<file path="src/rtl/ctrl_pkg.sv">
// Shared control encodings: op1 classes, FSM state codes, pc/wb selects, illegal-op2 mask.
// Reused by the decoder and the multicycle sequencer.
package ctrl_pkg;

    localparam logic [3:0] OP1_ALU_R  = 4'b0000;
    localparam logic [3:0] OP1_ALU_I  = 4'b1000;
    localparam logic [3:0] OP1_CMP_R  = 4'b0010;
    localparam logic [3:0] OP1_CMP_I  = 4'b1010;
    localparam logic [3:0] OP1_LOAD   = 4'b1001;
    localparam logic [3:0] OP1_STORE  = 4'b0101;
    localparam logic [3:0] OP1_BRANCH = 4'b0110;
    localparam logic [3:0] OP1_JAL    = 4'b1011;

    typedef enum logic [2:0] {
        CLS_ALU_R  = 3'd0,
        CLS_ALU_I  = 3'd1,
        CLS_CMP_R  = 3'd2,
        CLS_CMP_I  = 3'd3,
        CLS_LOAD   = 3'd4,
        CLS_STORE  = 3'd5,
        CLS_BRANCH = 3'd6,
        CLS_JAL    = 3'd7
    } cls_e;

    typedef enum logic [2:0] {
        ST_FETCH  = 3'd0,
        ST_DECODE = 3'd1,
        ST_EXEC   = 3'd2,
        ST_MEM    = 3'd3,
        ST_WB     = 3'd4,
        ST_TRAP   = 3'd7
    } state_e;

    localparam logic [1:0] PC_SEL_SEQ = 2'd0;
    localparam logic [1:0] PC_SEL_BR  = 2'd1;
    localparam logic [1:0] PC_SEL_JAL = 2'd2;

    localparam logic [1:0] WB_SEL_ALU = 2'd0;
    localparam logic [1:0] WB_SEL_MEM = 2'd1;
    localparam logic [1:0] WB_SEL_PC4 = 2'd2;

    // Bit n set => op2 == n is not a defined ALU function (2,3,7,8,9,A,B,F).
    localparam logic [15:0] ILLEGAL_OP2_MASK = 16'h8F8C;

    function automatic logic cls_uses_imm(input cls_e c);
        return (c == CLS_ALU_I) || (c == CLS_CMP_I) || (c == CLS_LOAD) ||
               (c == CLS_STORE) || (c == CLS_JAL);
    endfunction

endpackage

</file>
<file path="src/rtl/op_classify.sv">
// Combinational opcode classifier: op1/op2 -> instruction class and legality flag.
module op_classify
    import ctrl_pkg::*;
(
    input  logic [3:0] op1_i,
    input  logic [3:0] op2_i,
    output cls_e       cls_o,
    output logic       legal_o
);

    always_comb begin
        cls_o   = CLS_ALU_R;
        legal_o = 1'b1;
        case (op1_i)
            OP1_ALU_R:  cls_o = CLS_ALU_R;
            OP1_ALU_I:  cls_o = CLS_ALU_I;
            OP1_CMP_R:  cls_o = CLS_CMP_R;
            OP1_CMP_I:  cls_o = CLS_CMP_I;
            OP1_LOAD:   cls_o = CLS_LOAD;
            OP1_STORE:  cls_o = CLS_STORE;
            OP1_BRANCH: cls_o = CLS_BRANCH;
            OP1_JAL:    cls_o = CLS_JAL;
            default:    legal_o = 1'b0;
        endcase
        // The function field only carries meaning for the ALU classes.
        if ((cls_o == CLS_ALU_R || cls_o == CLS_ALU_I) && ILLEGAL_OP2_MASK[op2_i])
            legal_o = 1'b0;
    end

endmodule

</file>
<file path="src/rtl/multicycle_ctrl.sv">
// Multi-cycle control sequencer: FETCH/DECODE/EXEC/MEM/WB with an absorbing TRAP state.
// Strobes decode from state and latched class; retired counter and sticky illegal flag are registered.
module multicycle_ctrl
    import ctrl_pkg::*;
#(
    parameter int CNT_W = 32
) (
    input  logic             clk,
    input  logic             reset,
    input  logic [3:0]       op1,
    input  logic [3:0]       op2,
    input  logic             cond_true,
    output logic             imem_req,
    input  logic             imem_ack,
    output logic             dmem_req,
    output logic             dmem_we,
    input  logic             dmem_ack,
    output logic             ir_we,
    output logic             pc_we,
    output logic [1:0]       pc_sel,
    output logic             alu_src_imm,
    output logic             rf_we,
    output logic [1:0]       wb_sel,
    output logic             illegal,
    output logic [2:0]       state_o,
    output logic [CNT_W-1:0] retired
);

    state_e           state_q, state_d;
    cls_e             cls_q, cls_d;
    logic             illegal_q, illegal_d;
    logic [CNT_W-1:0] retired_q, retired_d;
    logic             retire;

    cls_e dec_cls;
    logic dec_legal;

    op_classify u_classify (
        .op1_i   (op1),
        .op2_i   (op2),
        .cls_o   (dec_cls),
        .legal_o (dec_legal)
    );

    always_comb begin
        state_d   = state_q;
        cls_d     = cls_q;
        illegal_d = illegal_q;
        retire    = 1'b0;
        case (state_q)
            ST_FETCH: begin
                if (imem_ack) state_d = ST_DECODE;
            end
            ST_DECODE: begin
                cls_d = dec_cls;
                if (!dec_legal) begin
                    state_d   = ST_TRAP;
                    illegal_d = 1'b1;
                end else begin
                    state_d = ST_EXEC;
                end
            end
            ST_EXEC: begin
                if (cls_q == CLS_BRANCH) begin
                    retire  = 1'b1;
                    state_d = ST_FETCH;
                end else if (cls_q == CLS_LOAD || cls_q == CLS_STORE) begin
                    state_d = ST_MEM;
                end else begin
                    state_d = ST_WB;
                end
            end
            ST_MEM: begin
                if (dmem_ack) begin
                    if (cls_q == CLS_STORE) begin
                        retire  = 1'b1;
                        state_d = ST_FETCH;
                    end else begin
                        state_d = ST_WB;
                    end
                end
            end
            ST_WB: begin
                retire  = 1'b1;
                state_d = ST_FETCH;
            end
            ST_TRAP: state_d = ST_TRAP;
            default: state_d = ST_FETCH;
        endcase
        retired_d = retired_q + CNT_W'(retire);
    end

    // Strobes are held low while reset is asserted so a pending request drops immediately.
    always_comb begin
        imem_req    = 1'b0;
        dmem_req    = 1'b0;
        dmem_we     = 1'b0;
        ir_we       = 1'b0;
        pc_we       = 1'b0;
        pc_sel      = PC_SEL_SEQ;
        alu_src_imm = 1'b0;
        rf_we       = 1'b0;
        wb_sel      = WB_SEL_ALU;
        if (!reset) begin
            case (state_q)
                ST_FETCH: begin
                    imem_req = 1'b1;
                    ir_we    = imem_ack;
                end
                ST_EXEC: begin
                    alu_src_imm = cls_uses_imm(cls_q);
                    if (cls_q == CLS_BRANCH) begin
                        pc_we  = 1'b1;
                        pc_sel = cond_true ? PC_SEL_BR : PC_SEL_SEQ;
                    end
                end
                ST_MEM: begin
                    dmem_req    = 1'b1;
                    dmem_we     = (cls_q == CLS_STORE);
                    alu_src_imm = 1'b1;
                    pc_we       = dmem_ack && (cls_q == CLS_STORE);
                end
                ST_WB: begin
                    rf_we  = 1'b1;
                    pc_we  = 1'b1;
                    pc_sel = (cls_q == CLS_JAL) ? PC_SEL_JAL : PC_SEL_SEQ;
                    if (cls_q == CLS_LOAD)     wb_sel = WB_SEL_MEM;
                    else if (cls_q == CLS_JAL) wb_sel = WB_SEL_PC4;
                    else                       wb_sel = WB_SEL_ALU;
                end
                default: ;
            endcase
        end
    end

    always_ff @(posedge clk) begin
        if (reset) begin
            state_q   <= ST_FETCH;
            cls_q     <= CLS_ALU_R;
            illegal_q <= 1'b0;
            retired_q <= '0;
        end else begin
            state_q   <= state_d;
            cls_q     <= cls_d;
            illegal_q <= illegal_d;
            retired_q <= retired_d;
        end
    end

    assign state_o = state_q;
    assign illegal = illegal_q;
    assign retired = retired_q;

endmodule

</file>
<file path="config.mk">
export PLATFORM = sky130hd
export DESIGN_NAME = multicycle_ctrl
export DESIGN_NICKNAME = d
export VERILOG_FILES = /design/src/rtl/ctrl_pkg.sv /design/src/rtl/op_classify.sv /design/src/rtl/multicycle_ctrl.sv
export SDC_FILE = /design/constraint.sdc
export NUM_CORES = 1
export LEC_CHECK = 0
export CAP_MARGIN = 40
export CELL_PAD_IN_SITES_DETAIL_PLACEMENT = 1
export CELL_PAD_IN_SITES_GLOBAL_PLACEMENT = 2
export CORE_ASPECT_RATIO = 1.5
export CORE_MARGIN = 3
export CORE_UTILIZATION = 28
export DETAILED_ROUTE_END_ITERATION = 7
export HOLD_SLACK_MARGIN = 0.15
export PLACE_DENSITY = 0.83
export SLEW_MARGIN = 0
export SYNTH_ARGS = -nofsm -noshare
export SYNTH_HDL_FRONTEND = slang
export SYNTH_HIERARCHICAL = 1
export SYNTH_SLANG_ARGS = --single-unit
</file>
<file path="constraint.sdc">
create_clock -name clk -period 3.6 [get_ports clk]
set_clock_uncertainty 0.05 [all_clocks]
set_input_delay 0.36 -clock clk [delete_from_list [all_inputs] [get_ports clk]]
set_output_delay 0.36 -clock clk [all_outputs]
set_load 0.01 [all_outputs]
</file>
* Yosys cells after proc, flatten, opt, wreduce, memory -nomap -nowiden
Memories as Yosys holds them, arrays and structs flattened. Index checks and enable logic that the tools add are counted.
Word-level totals: bits in registers 39, word-level logic and storage cells 80, memories 1, bits in read-only memories 16
Memory list:
- (name not given) | words 16, bits a word 1, rd ports 1, clocked after memory_dff 0, wr ports 0, RTL line op_classify.sv:26 | if ((cls_o == CLS_ALU_R || cls_o == CLS_ALU_I) && ILLEGAL_OP2_MASK[op2_i])
Operators by class: mux-type cells 37, bitwise operators 1, equality and inequality tests 21, add/subtract/negate cells 1, reduce and logical (&&, ||, !) cells 14, magnitude comparators 1
Operator list (number):
- 32-bit by 1-bit adder with 32-bit output | 1
- 3-bit case mux with 7 select lines | 1
- 1-bit 2-to-1 mux | 20
- 3-bit == test (second input constant) | 6
- 3-bit 2-to-1 mux | 6
- 4-bit == test (second input constant) | 4
- 3-bit case mux with 5 select lines | 1
- 2-bit 2-to-1 mux | 5
- 3-bit by 1-bit == test with 1-bit output (second input constant) | 3
- 3-bit by 2-bit == test with 1-bit output (second input constant) | 3
- 4-bit by 3-bit == test with 1-bit output (second input constant) | 2
- 8-bit OR reduction | 1
- 3-bit zero test | 2
- 1-bit logical OR | 6
- 1-bit case mux with 3 select lines | 2
- 4-bit by 5-bit less-than comparator with 1-bit output (second input constant) | 1
- 4-bit by 2-bit == test with 1-bit output (second input constant) | 1
- 4-bit zero test | 1
- 2-bit != test (second input constant) | 2
- 2-bit case mux with 2 select lines | 1
- 2-bit AND reduction | 2
- 1-bit logical AND | 2
- 1-bit case mux with 2 select lines | 1
- 1-bit inverter | 1

* Logic depth before layout (Yosys ltp)
Gate-level depths: netlist (run 1).
word-level depth 8, mapped depth 11

* Modules after synthesis
The synthesis (run 1) kept the hierarchy.
By module, submodules not included:
- multicycle_ctrl | area each 1858.0 um^2, cells each 217, seq. area each 780.7 um^2, instances 1
- op_classify | area each 100.1 um^2, cells each 14, seq. area each 0.0 um^2, instances 1

* Worst setup path before layout (run 1)
Ideal clock, no wire load.
kind register -> register, start register state_q[1], in the netlist state_o[1], end register retired_q[20], in the netlist retired[20], arrival 2.184 ns, path buffers 1, setup time 0.128 ns, stages on the path, launching flop included 12, clock period less this slack 2.361 ns, slack 1.239 ns, cells stage by stage dfxtp_1 -> buf_2 -> nand3b_1 -> nor2_1 -> a221o_1 -> ha_1 -> ha_1 -> nand4_1 -> nor4_1 -> nand4_1 -> xor2_1 -> nor2_1
On the way: longest elaborated chain between the ends 3, elaborated cells between the ends (all ways) 5, classes of those cells add/sub (1); eq/ne (3); mux (1)
Ends and longest elaborated chain:
- from (decl) | RTL line multicycle_ctrl.sv:29 | state_e state_q, state_d;
- from (signal assigned) | RTL line multicycle_ctrl.sv:143 | state_q <= state_d;
- 3-bit == test or 3-bit by 2-bit == test with 1-bit output (tied branches) | RTL line multicycle_ctrl.sv:50 | case (state_q)
- 1-bit case mux with 3 select lines (*) | RTL line multicycle_ctrl.sv:50
- 32-bit by 1-bit adder with 32-bit output (*) | RTL line multicycle_ctrl.sv:90 | retired_d = retired_q + CNT_W'(retire);
- to (signal assigned) | RTL line multicycle_ctrl.sv:146 | retired_q <= retired_d;
- to (decl) | RTL line multicycle_ctrl.sv:32 | logic [CNT_W-1:0] retired_q, retired_d;
Every way passes the cells marked *; elsewhere a longest branch is shown, timed or not. A chain may end at the register's enable or synchronous reset.

* Worst setup path after layout (run 1)
Ends and elaborated chain as after synthesis.

==> impl_metrics.tcl, run 1 <==
set metrics [dict create \
    core_mm2 0.00662 \
    gp_congestion 0.742 \
    clock_path_buffers 2 \
    ys_warn_count 6 \
    globalRouteOverflowTotal 0 \
    max_freq_mhz 355 \
    swShare_pct 24.8 \
    min_period_over_period_pct 78.1 \
    hold_buffers 0 \
    synth_cells 231 \
    hp-class "flop to flop" \
    postRouteAntennaNets 0 \
    cts_root_buffer "clkbuf_8" \
    power.density_mw_per_mm2 359 \
    port_buffers 59 \
    finalMaxSlewViolations 0 \
    synthDistinctLibCells 41 \
    via_per_inst 4.98 \
    routed_wl_um 5190 \
    grt_pass1_wl_um 8630 \
    clk_pin_slew_ps 80 \
    cts_buffers 5 \
    die_h_um 108 \
    end_kind "flop" \
    finalHoldViolCount 0 \
    synth_largest_area_cell "dfxtp_1" \
    ys_ff_latch 39 \
    initial_core_util_pct 29.6 \
    seqPwrFrac_pct 47.7 \
    antenna_cells 0 \
    synth_edf_count 0 \
    cap_violations 0 \
    cts_tree "done" \
    fillers 793 \
    arrival_ps 2940 \
    area_delta_synth_final_pct 40.1 \
    pin_count 60 \
    cp_max_fo 12 \
    timing.final.crit_period_ps 2810 \
    grt_max_degree 20 \
    routed-via-count 1833 \
    worst_slew_pin_slew_ps 720 \
    power_frac_clock_pct 38.7 \
    status "finished clean" \
    peakVddDrop_mv 0.168 \
    stdcell_count 368 \
    p_int_mw 0.741 \
    dpl.cell_count 360 \
    synth_ff_type "dfxtp_1" \
    cts.htree.levels 2 \
    cts.sinks 39 \
    antenna_found_initial 0 \
    yosysSeqAreaShare_pct 39.9 \
    synth_area_leaders "dfxtp_1 (40%), xor2_1 (9.8%), nor2_1 (9.8%)" \
    detailed_place_hpwl_um 3900 \
    cts_resized 0 \
    postCtsSetupRepairBufs 0 \
    clock_latency_ps 290 \
    setup_violations 0 \
    initialDrtViolationCount 50 \
    synth_area_mm2 0.00196 \
    die-area_mm2 0.00805 \
    power_leakage_nw 0.983 \
    post-synth-top-area-fraction_pct 39.9 \
    layout-drive-gt1-share_pct 5.82 \
    startpoint_type "flop" \
    slew-limit-headroom_pct 50.7 \
    p_total_mw 0.985 \
    firstDrtPassIters 4 \
    nNetsFinal 306 \
    power.switching_mw 0.244 \
    die_x_um 74.3 \
    ys_async_sr_fraction_pct 0 \
    setup_tns_ps 0 \
    rsz0062_at_grt "no" \
    cp.required_ps 3730 \
    avgSynthCellArea_um2 8.48 \
    syn_nets 246 \
    drc_errors 0 \
    fp-row-count 36 \
    critical_path_class "flop to flop" \
    grt_pass1_vias 1844 \
    avgRoutedWirePerCell_um 14.1 \
    p_comb_share_pct 13.6 \
    grt_usage_pct 13.5 \
]
-- per-layer routing --
layer | vias up | part of all wire, % | GRT usage (%)
met3 | 4 | 3.6 | 2.88
met1 | 877 | 44 | 15.3
li1 | 915 | - | -
met2 | 37 | 51 | 24.4
met4 | 0 | 1.1 | 4.58
met5 | - | 0 | 0
-- sequential cells by signal (all words and copies together) (netlist names) --
register	flops
cls_q	3
illegal	1
retired	32
state_o	3
-- kinds of logic (layout without fill, tap and decap cells) --
family	Yosys count	count (layout)	share of synthesized area, %
compound gates	18	18	6.07
buf+inv	11	72	2.24
flops	39	39	39.9
fa+ha+maj	2	2	1.28
mux	4	4	2.11
simple gates	127	127	35.0
xor+xnor	30	30	13.4
-- per-stage QoR --
step	setup WS (ps)	utilization, %	hold WS (ps)	instance area, um^2
6_report	787	41.4	465	2740
5_1_grt	488	41.4	537	2740
4_1_cts	708	41.4	471	2740
3_5_place_dp	711	39.7	449	2630
3_3_place_gp	846	39.7	433	2630
2_1_floorplan	1240	-	452	1960
-- final timing paths --
path                                          endpoint  slack [ps]  cells after the start                    start
worst max-delay path            retired[20]$_SDFF_PP0_         790                     10  state_o[1]$_SDFFE_PP0P_
worst min-delay path              illegal$_SDFFE_PP0P_         470                      2     illegal$_SDFFE_PP0P_
worst max register to register  retired[20]$_SDFF_PP0_         790                     10  state_o[1]$_SDFFE_PP0P_
worst min register to register    illegal$_SDFFE_PP0P_         470                      2     illegal$_SDFFE_PP0P_
-- critical path, stage by stage, from the launching register on --
cell and delay [ps]:
dfxtp_1 570, nand2b_1 160, nor4_1 290, a221o_1 190, ha_1 190, ha_1 210
nand4_1 150, nor4_1 500, nand4_1 190, xor2_1 160, nor2_1 50
-- power by group through the flow --
stage	clock (mW)	combinational, mW	sequential (mW)
2_1_floorplan	0	0.0839	0.467
3_3_place_gp	0	0.136	0.477
3_5_place_dp	0	0.136	0.479
4_1_cts	0.396	0.137	0.469
5_1_grt	0.414	0.152	0.473
6_report	0.381	0.134	0.469
-- cell usage in the layout, fill, tap and decap left out, types with 4 or more instances in the layout --
master and n:
xor2_1 22, nand4_1 12, nor2b_1 5, nor3_1 4
nand2_1 12, xnor2_1 8, nand3_1 12, clkbuf_8 6
dfxtp_1 39, nand3b_1 4, a21oi_1 6, nor2_1 51
clkdlybuf4s50_1 59, nor4_1 4, and3_1 4
-- synthesized netlist by cell type (all sizes together) (3+ instances only) --
master and number:
a21oi 6, and3 4, buf 5, clkbuf 3, dfxtp 39, inv 3, mux2i 3, nand2 12
nand2b 3, nand3 12, nand3b 4, nand4 14, nor2 51, nor2b 6, nor3 5, nor4 6
o21ai 3, xnor2 8, xor2 22
-- cell type report --
cell class,count,area (um^2),share of cell area [%]
tap,76,95.1,3.47
clock inverter,2,35.0,1.28
multi-input combinational,181,1130,41.3
sequential,39,781,28.5
inverter,3,11.3,0.410
clock buffer,6,82.6,3.01
timing repair buffer,61,606,22.1
Note: power is estimated with default switching activity, not from simulation.
==> inputs of run 2 (changes only) <==
--- a/config.mk
+++ b/config.mk
@@ -10,10 +10,10 @@
 export CELL_PAD_IN_SITES_GLOBAL_PLACEMENT = 2
 export CORE_ASPECT_RATIO = 1.5
 export CORE_MARGIN = 3
-export CORE_UTILIZATION = 28
+export CORE_UTILIZATION = 26
 export DETAILED_ROUTE_END_ITERATION = 7
 export HOLD_SLACK_MARGIN = 0.15
-export PLACE_DENSITY = 0.83
+export PLACE_DENSITY = 0.78
 export SLEW_MARGIN = 0
 export SYNTH_ARGS = -nofsm -noshare
 export SYNTH_HDL_FRONTEND = slang
==> constraint.sdc (replaced) <==
create_clock -name clk -period 2.7 [get_ports clk]
set_clock_uncertainty 0.05 [all_clocks]
set_input_delay 0.27 -clock clk [delete_from_list [all_inputs] [get_ports clk]]
set_output_delay 0.27 -clock clk [all_outputs]
set_load 0.01 [all_outputs]
==> run 2 against run 1 <==
- sequential cell count unchanged
- sequential power increased by 30%
- critical path type unchanged
- total power increased by 24%
- largest cell class unchanged
- cell count increased by 7.9%
- hold slack got worse by 10 ps
- core utilization decreased by 2.9 points
- critical path depth decreased by 1
- maximum frequency increased by 17%
- highest routed layer unchanged
- wire length increased by 0.42%
==> impl_metrics.tcl, run 2 (same netlist as run 1, synthesis figures left out) <==
set metrics [dict create \
    die_x_um 76.9 \
    dpl.cell_count 390 \
    cts.sinks 39 \
    antenna_cells 0 \
    nNetsFinal 312 \
    min_period_over_period_pct 89.1 \
    cp.required_ps 2820 \
    area_delta_synth_final_pct 43.1 \
    core_mm2 0.00727 \
    finalHoldViolCount 0 \
    cpMostUsedCell "nor4_2" \
    reg2reg_to "retired[23]$_SDFF_PP0_" \
    p_total_mw 1.22 \
    cts_tree "done" \
    max_stage_delay_ps 420 \
    port_buffers 59 \
    path_cells "nand2_1 > nor4_2 > a221o_1 > ha_1 > nand3_1 > or3_4 > nor4_2 > xnor2_1 > nor2_1" \
    cp_max_fo 5 \
    routed-via-count 1837 \
    postRouteAntennaNets 0 \
    whs_ps 455 \
    final_common_cell "clkdlybuf4s50_1" \
    hp-class "flop to flop" \
    routed_wl_um 5210 \
    finalMaxSlewViolations 0 \
    stdcell_count 397 \
    layout-drive-gt1-share_pct 8.08 \
    postCtsSetupRepairBufs 0 \
    end_kind "flop" \
    grt_usage_pct 12.2 \
    fillers 873 \
    avgRoutedWirePerCell_um 13.1 \
    whs_endpoint "illegal$_SDFFE_PP0P_" \
    critical_path_class "flop to flop" \
    grt_pass1_vias 1885 \
    pin_count 60 \
    cts_buffers 5 \
    clock_latency_ps 290 \
    die_h_um 112 \
    drc_errors 0 \
    reg2reg_depth 9 \
    crit_buf_inv 0 \
    detailed_place_hpwl_um 4000 \
    cts_root_buffer "clkbuf_8" \
    hold_depth 2 \
    firstDrtPassIters 4 \
    startpoint_type "flop" \
    peakVddDrop_mv 0.207 \
    setup_tns_ps 0 \
    slew-limit-headroom_pct 51.8 \
    gp_congestion 0.779 \
    setup_violations 0 \
    clock_path_buffers 2 \
    reg2reg_from "cls_q[2]$_SDFFE_PP0P_" \
    cap_violations 0 \
    antenna_found_initial 0 \
    fp-row-count 38 \
    final_cell_mix "clkdlybuf4s50_1 (59), nor2_1 (51), dfxtp_1 (39)" \
    cts.htree.levels 2 \
    rsz0062_at_grt "no" \
    arrival_ps 2520 \
    globalRouteOverflowTotal 0 \
    power.density_mw_per_mm2 435 \
    critPathTopFamily "simple AND/OR/NAND/NOR gates" \
    largest_register_ffs 32 \
    max_freq_mhz 416 \
    timing.final.crit_period_ps 2400 \
    worst_slew_pin_slew_ps 704 \
    clk_pin_slew_ps 70 \
    setup_slack_ps 295 \
    via_per_inst 4.63 \
    die-area_mm2 0.00863 \
    initialDrtViolationCount 81 \
    grt_max_degree 29 \
    dp_slack_ps 169 \
    grt_pass1_wl_um 8740 \
    reg2reg_slack_ps 300 \
    crit_slowest_cell "dfxtp_1" \
    power_leakage_nw 1.00 \
    initial_core_util_pct 26.9 \
    status "finished clean" \
    hp-start "illegal$_SDFFE_PP0P_" \
]
## run 2: changes by cell type in the layout (fill, tap and decap cells not counted), sizes merged
cell,delta
buf,+6
bufinv,-1
## run 2: repair_timing
item,4_1_cts,5_1_grt
endpoints found under the setup margin,0,6
endpoints found under the hold margin,0,0
resized for setup,0,2
hold buffers,0,0
## run 2: metal layers
layer,share of wire [%],GRT usage (%)
met4,0.96,3.99
met5,0,0
met1,44,14.1
met3,3.2,2.25
met2,52,22.2
## run 2: tightest hold or removal path, stage by stage, from the launching register on
cell,delay [ps]
dfxtp_1,350
a21oi_1,50
nor2_1,70
## run 2: worst max-delay path by stage
stage | endpoint | slack (ps) | start | depth (start not counted)
3_5_place_dp | retired[20]$_SDFF_PP0_ | 170 | state_o[1]$_SDFFE_PP0P_ | 11
6_report | retired[23]$_SDFF_PP0_ | 300 | cls_q[2]$_SDFFE_PP0P_ | 9
4_1_cts | retired[20]$_SDFF_PP0_ | 160 | state_o[1]$_SDFFE_PP0P_ | 11
5_1_grt | retired[20]$_SDFF_PP0_ | 20 | cls_q[2]$_SDFFE_PP0P_ | 11
3_3_place_gp | retired[20]$_SDFF_PP0_ | 260 | state_o[1]$_SDFFE_PP0P_ | 11
2_1_floorplan | retired[20]$_SDFF_PP0_ | 340 | state_o[1]$_SDFFE_PP0P_ | 11
## run 2: per-stage QoR
stage          utilization [%]  area [um^2]
6_report                  38.5         2800
2_1_floorplan                -         1960
5_1_grt                   38.5         2800
3_3_place_gp              37.1         2700
3_5_place_dp              37.1         2700
4_1_cts                   38.3         2790
## run 2: area by class of cell
cell class | instances | area (um^2) | share of cell area [%]
Clock buffer | 6 | 82.6 | 2.95
Clock inverter | 1 | 5.00 | 0.179
Inverter | 3 | 11.3 | 0.402
Multi-Input combinational cell | 181 | 1150 | 40.9
Sequential cell | 39 | 781 | 27.9
Tap cell | 100 | 125 | 4.47
Timing Repair Buffer | 67 | 651 | 23.2
## run 2: where the power goes
part,leakage (nW),switching (mW),internal [mW]
Clock,0.0470,0.200,0.201
Sequential,0.315,0.0176,0.591
Combinational,0.640,0.102,0.107
Total,1.00,0.320,0.899
==> inputs of run 3 (changes only) <==
--- a/config.mk
+++ b/config.mk
@@ -10,10 +10,11 @@
 export CELL_PAD_IN_SITES_GLOBAL_PLACEMENT = 2
 export CORE_ASPECT_RATIO = 1.5
 export CORE_MARGIN = 3
-export CORE_UTILIZATION = 26
+export CORE_UTILIZATION = 35
 export DETAILED_ROUTE_END_ITERATION = 7
+export DONT_BUFFER_PORTS = 1
 export HOLD_SLACK_MARGIN = 0.15
-export PLACE_DENSITY = 0.78
+export PLACE_DENSITY = 0.77
 export SLEW_MARGIN = 0
 export SYNTH_ARGS = -nofsm -noshare
 export SYNTH_HDL_FRONTEND = slang
==> run 3 against run 2 <==
- wire length fell by 6.6%
- die area fell by 24%
- setup slack improved by 40 ps
- register-to-register slack improved by 40 ps
- critical endpoint unchanged
- non-clock buffer count fell by 59
- highest routed layer unchanged
- core utilization rose by 2.7 points
- final area fell by 22%
==> impl_metrics.tcl, run 3 (same netlist as run 1, synthesis figures left out) <==
set metrics [dict create \
    routed-via-count 1645 \
    end_kind "flop" \
    startpoint_type "flop" \
    cts_tree "done" \
    reg2reg_from "cls_q[0]$_SDFFE_PP0P_" \
    port_buffers 0 \
    highest_layer "met4" \
    finalMaxSlewViolations 0 \
    worstSetupEndpoint "retired[23]$_SDFF_PP0_" \
    area_delta_synth_final_pct 11.3 \
    final_area_mm2 0.00218 \
    initialDrtViolationCount 64 \
    dpl.cell_count 298 \
    cp.required_ps 2830 \
    cts_root_buffer "clkbuf_8" \
    clock_latency_ps 280 \
    peakVddDrop_mv 0.249 \
    antenna_cells 0 \
    grt_max_degree 37 \
    setup_slack_ps 336 \
    worst_slew_pin_slew_ps 809 \
    final_common_cell "nor2_1" \
    max_freq_mhz 423 \
    dr_wl_met3_um 349 \
    p_total_mw 1.16 \
    status "finished clean" \
    clk_pin_slew_ps 80 \
    antenna_found_initial 0 \
    routed_wl_um 4870 \
    power_leakage_nw 0.800 \
    cts.sinks 39 \
    globalRouteOverflowTotal 0 \
    final_cell_mix "nor2_1 (51), dfxtp_1 (37), xor2_1 (22)" \
    die_h_um 97.6 \
    reg2reg_slack_ps 340 \
    placed_area_mm2 0.00206 \
    cap_violations 0 \
    wl_met1_um 1890 \
    grt_pass1_wl_um 8040 \
    avgRoutedWirePerCell_um 15.9 \
    cts.htree.levels 2 \
    largest_register_ffs 32 \
    whs_ps 162 \
    setup_tns_ps 0 \
    finalHoldViolCount 0 \
    crit_path_start "cls_q[0]$_SDFFE_PP0P_" \
    core_mm2 0.00529 \
    setup_violations 0 \
    initial_core_util_pct 37.1 \
    drc_errors 0 \
    die_x_um 67.1 \
    grt_usage_pct 15.7 \
    gp_congestion 0.713 \
    nNetsFinal 253 \
    fin_util_pct 41.2 \
    hp-class "primary input to flop" \
    postCtsSetupRepairBufs 0 \
    clock_path_buffers 2 \
    rsz0062_at_grt "no" \
    cts_buffers 5 \
    critical_path_class "flop to flop" \
    reg2reg_depth 9 \
    detailed_place_hpwl_um 3590 \
    reg2reg_to "retired[23]$_SDFF_PP0_" \
    power.density_mw_per_mm2 531 \
    grt_pass1_vias 1633 \
    layout-drive-gt1-share_pct 10.5 \
    arrival_ps 2490 \
    postRouteAntennaNets 0 \
    die-area_mm2 0.00655 \
    min_period_over_period_pct 87.6 \
    dp_slack_ps 226 \
    wl_met2_um 2580 \
    cp_max_fo 5 \
    fp-row-count 32 \
    via_per_inst 5.38 \
    pin_count 60 \
    stdcell_count 306 \
    firstDrtPassIters 5 \
    timing.final.crit_period_ps 2360 \
    slew-limit-headroom_pct 44.7 \
]
## run 3: timing repair
| item | in CTS | in global routing |
|---|---|---|
| endpoints found under the hold margin | 36 | 0 |
| endpoints found under the setup margin | 0 | 6 |
| hold buffers | 1 | 0 |
| gates resized for setup | 0 | 3 |
## run 3: worst max-delay path, stage by stage, from the launching register on
cell	delay, ps
dfxtp_1	340
buf_4	160
nor4_2	300
a221o_1	180
ha_1	190
nand3_1	150
or3_4	400
nor4_2	290
xnor2_1	150
nor2_1	60
## run 3: area by class of cell
cell class / count / area (um^2)
clock buffer: 6 / 82.6
clock inverter: 1 / 5.00
fill: 663 / 3110
inverter: 3 / 11.3
multi-input combinational: 181 / 1140
sequential: 39 / 783
tap: 68 / 85.1
timing repair buffer: 8 / 72.6
## run 3: how the worst min path moves through the flow
| stage | from | endpoint | cells past startpoint |
|---|---|---|---|
| 6_report | reset | state_o[1]$_SDFFE_PP0P_ | 2 |
| 5_1_grt | reset | state_o[0]$_SDFFE_PP0P_ | 2 |
| 4_1_cts | reset | state_o[0]$_SDFFE_PP0P_ | 2 |
| 3_5_place_dp | reset | cls_q[0]$_SDFFE_PP0P_ | 1 |
| 3_3_place_gp | reset | retired[15]$_SDFF_PP0_ | 1 |
| 2_1_floorplan | dmem_ack | state_o[0]$_SDFFE_PP0P_ | 2 |
## run 3: power breakdown
group | total, mW | internal, mW | switching [mW]
combinational | 0.146 | 0.0624 | 0.0839
clock | 0.397 | 0.201 | 0.196
sequential | 0.614 | 0.592 | 0.0228
total | 1.16 | 0.855 | 0.303
## run 3: metal layers
layer,track usage [%],vias up
met5,0,-
met4,4.69,0
met3,4.51,6
met2,27.8,57
met1,17.5,776
li1,-,806
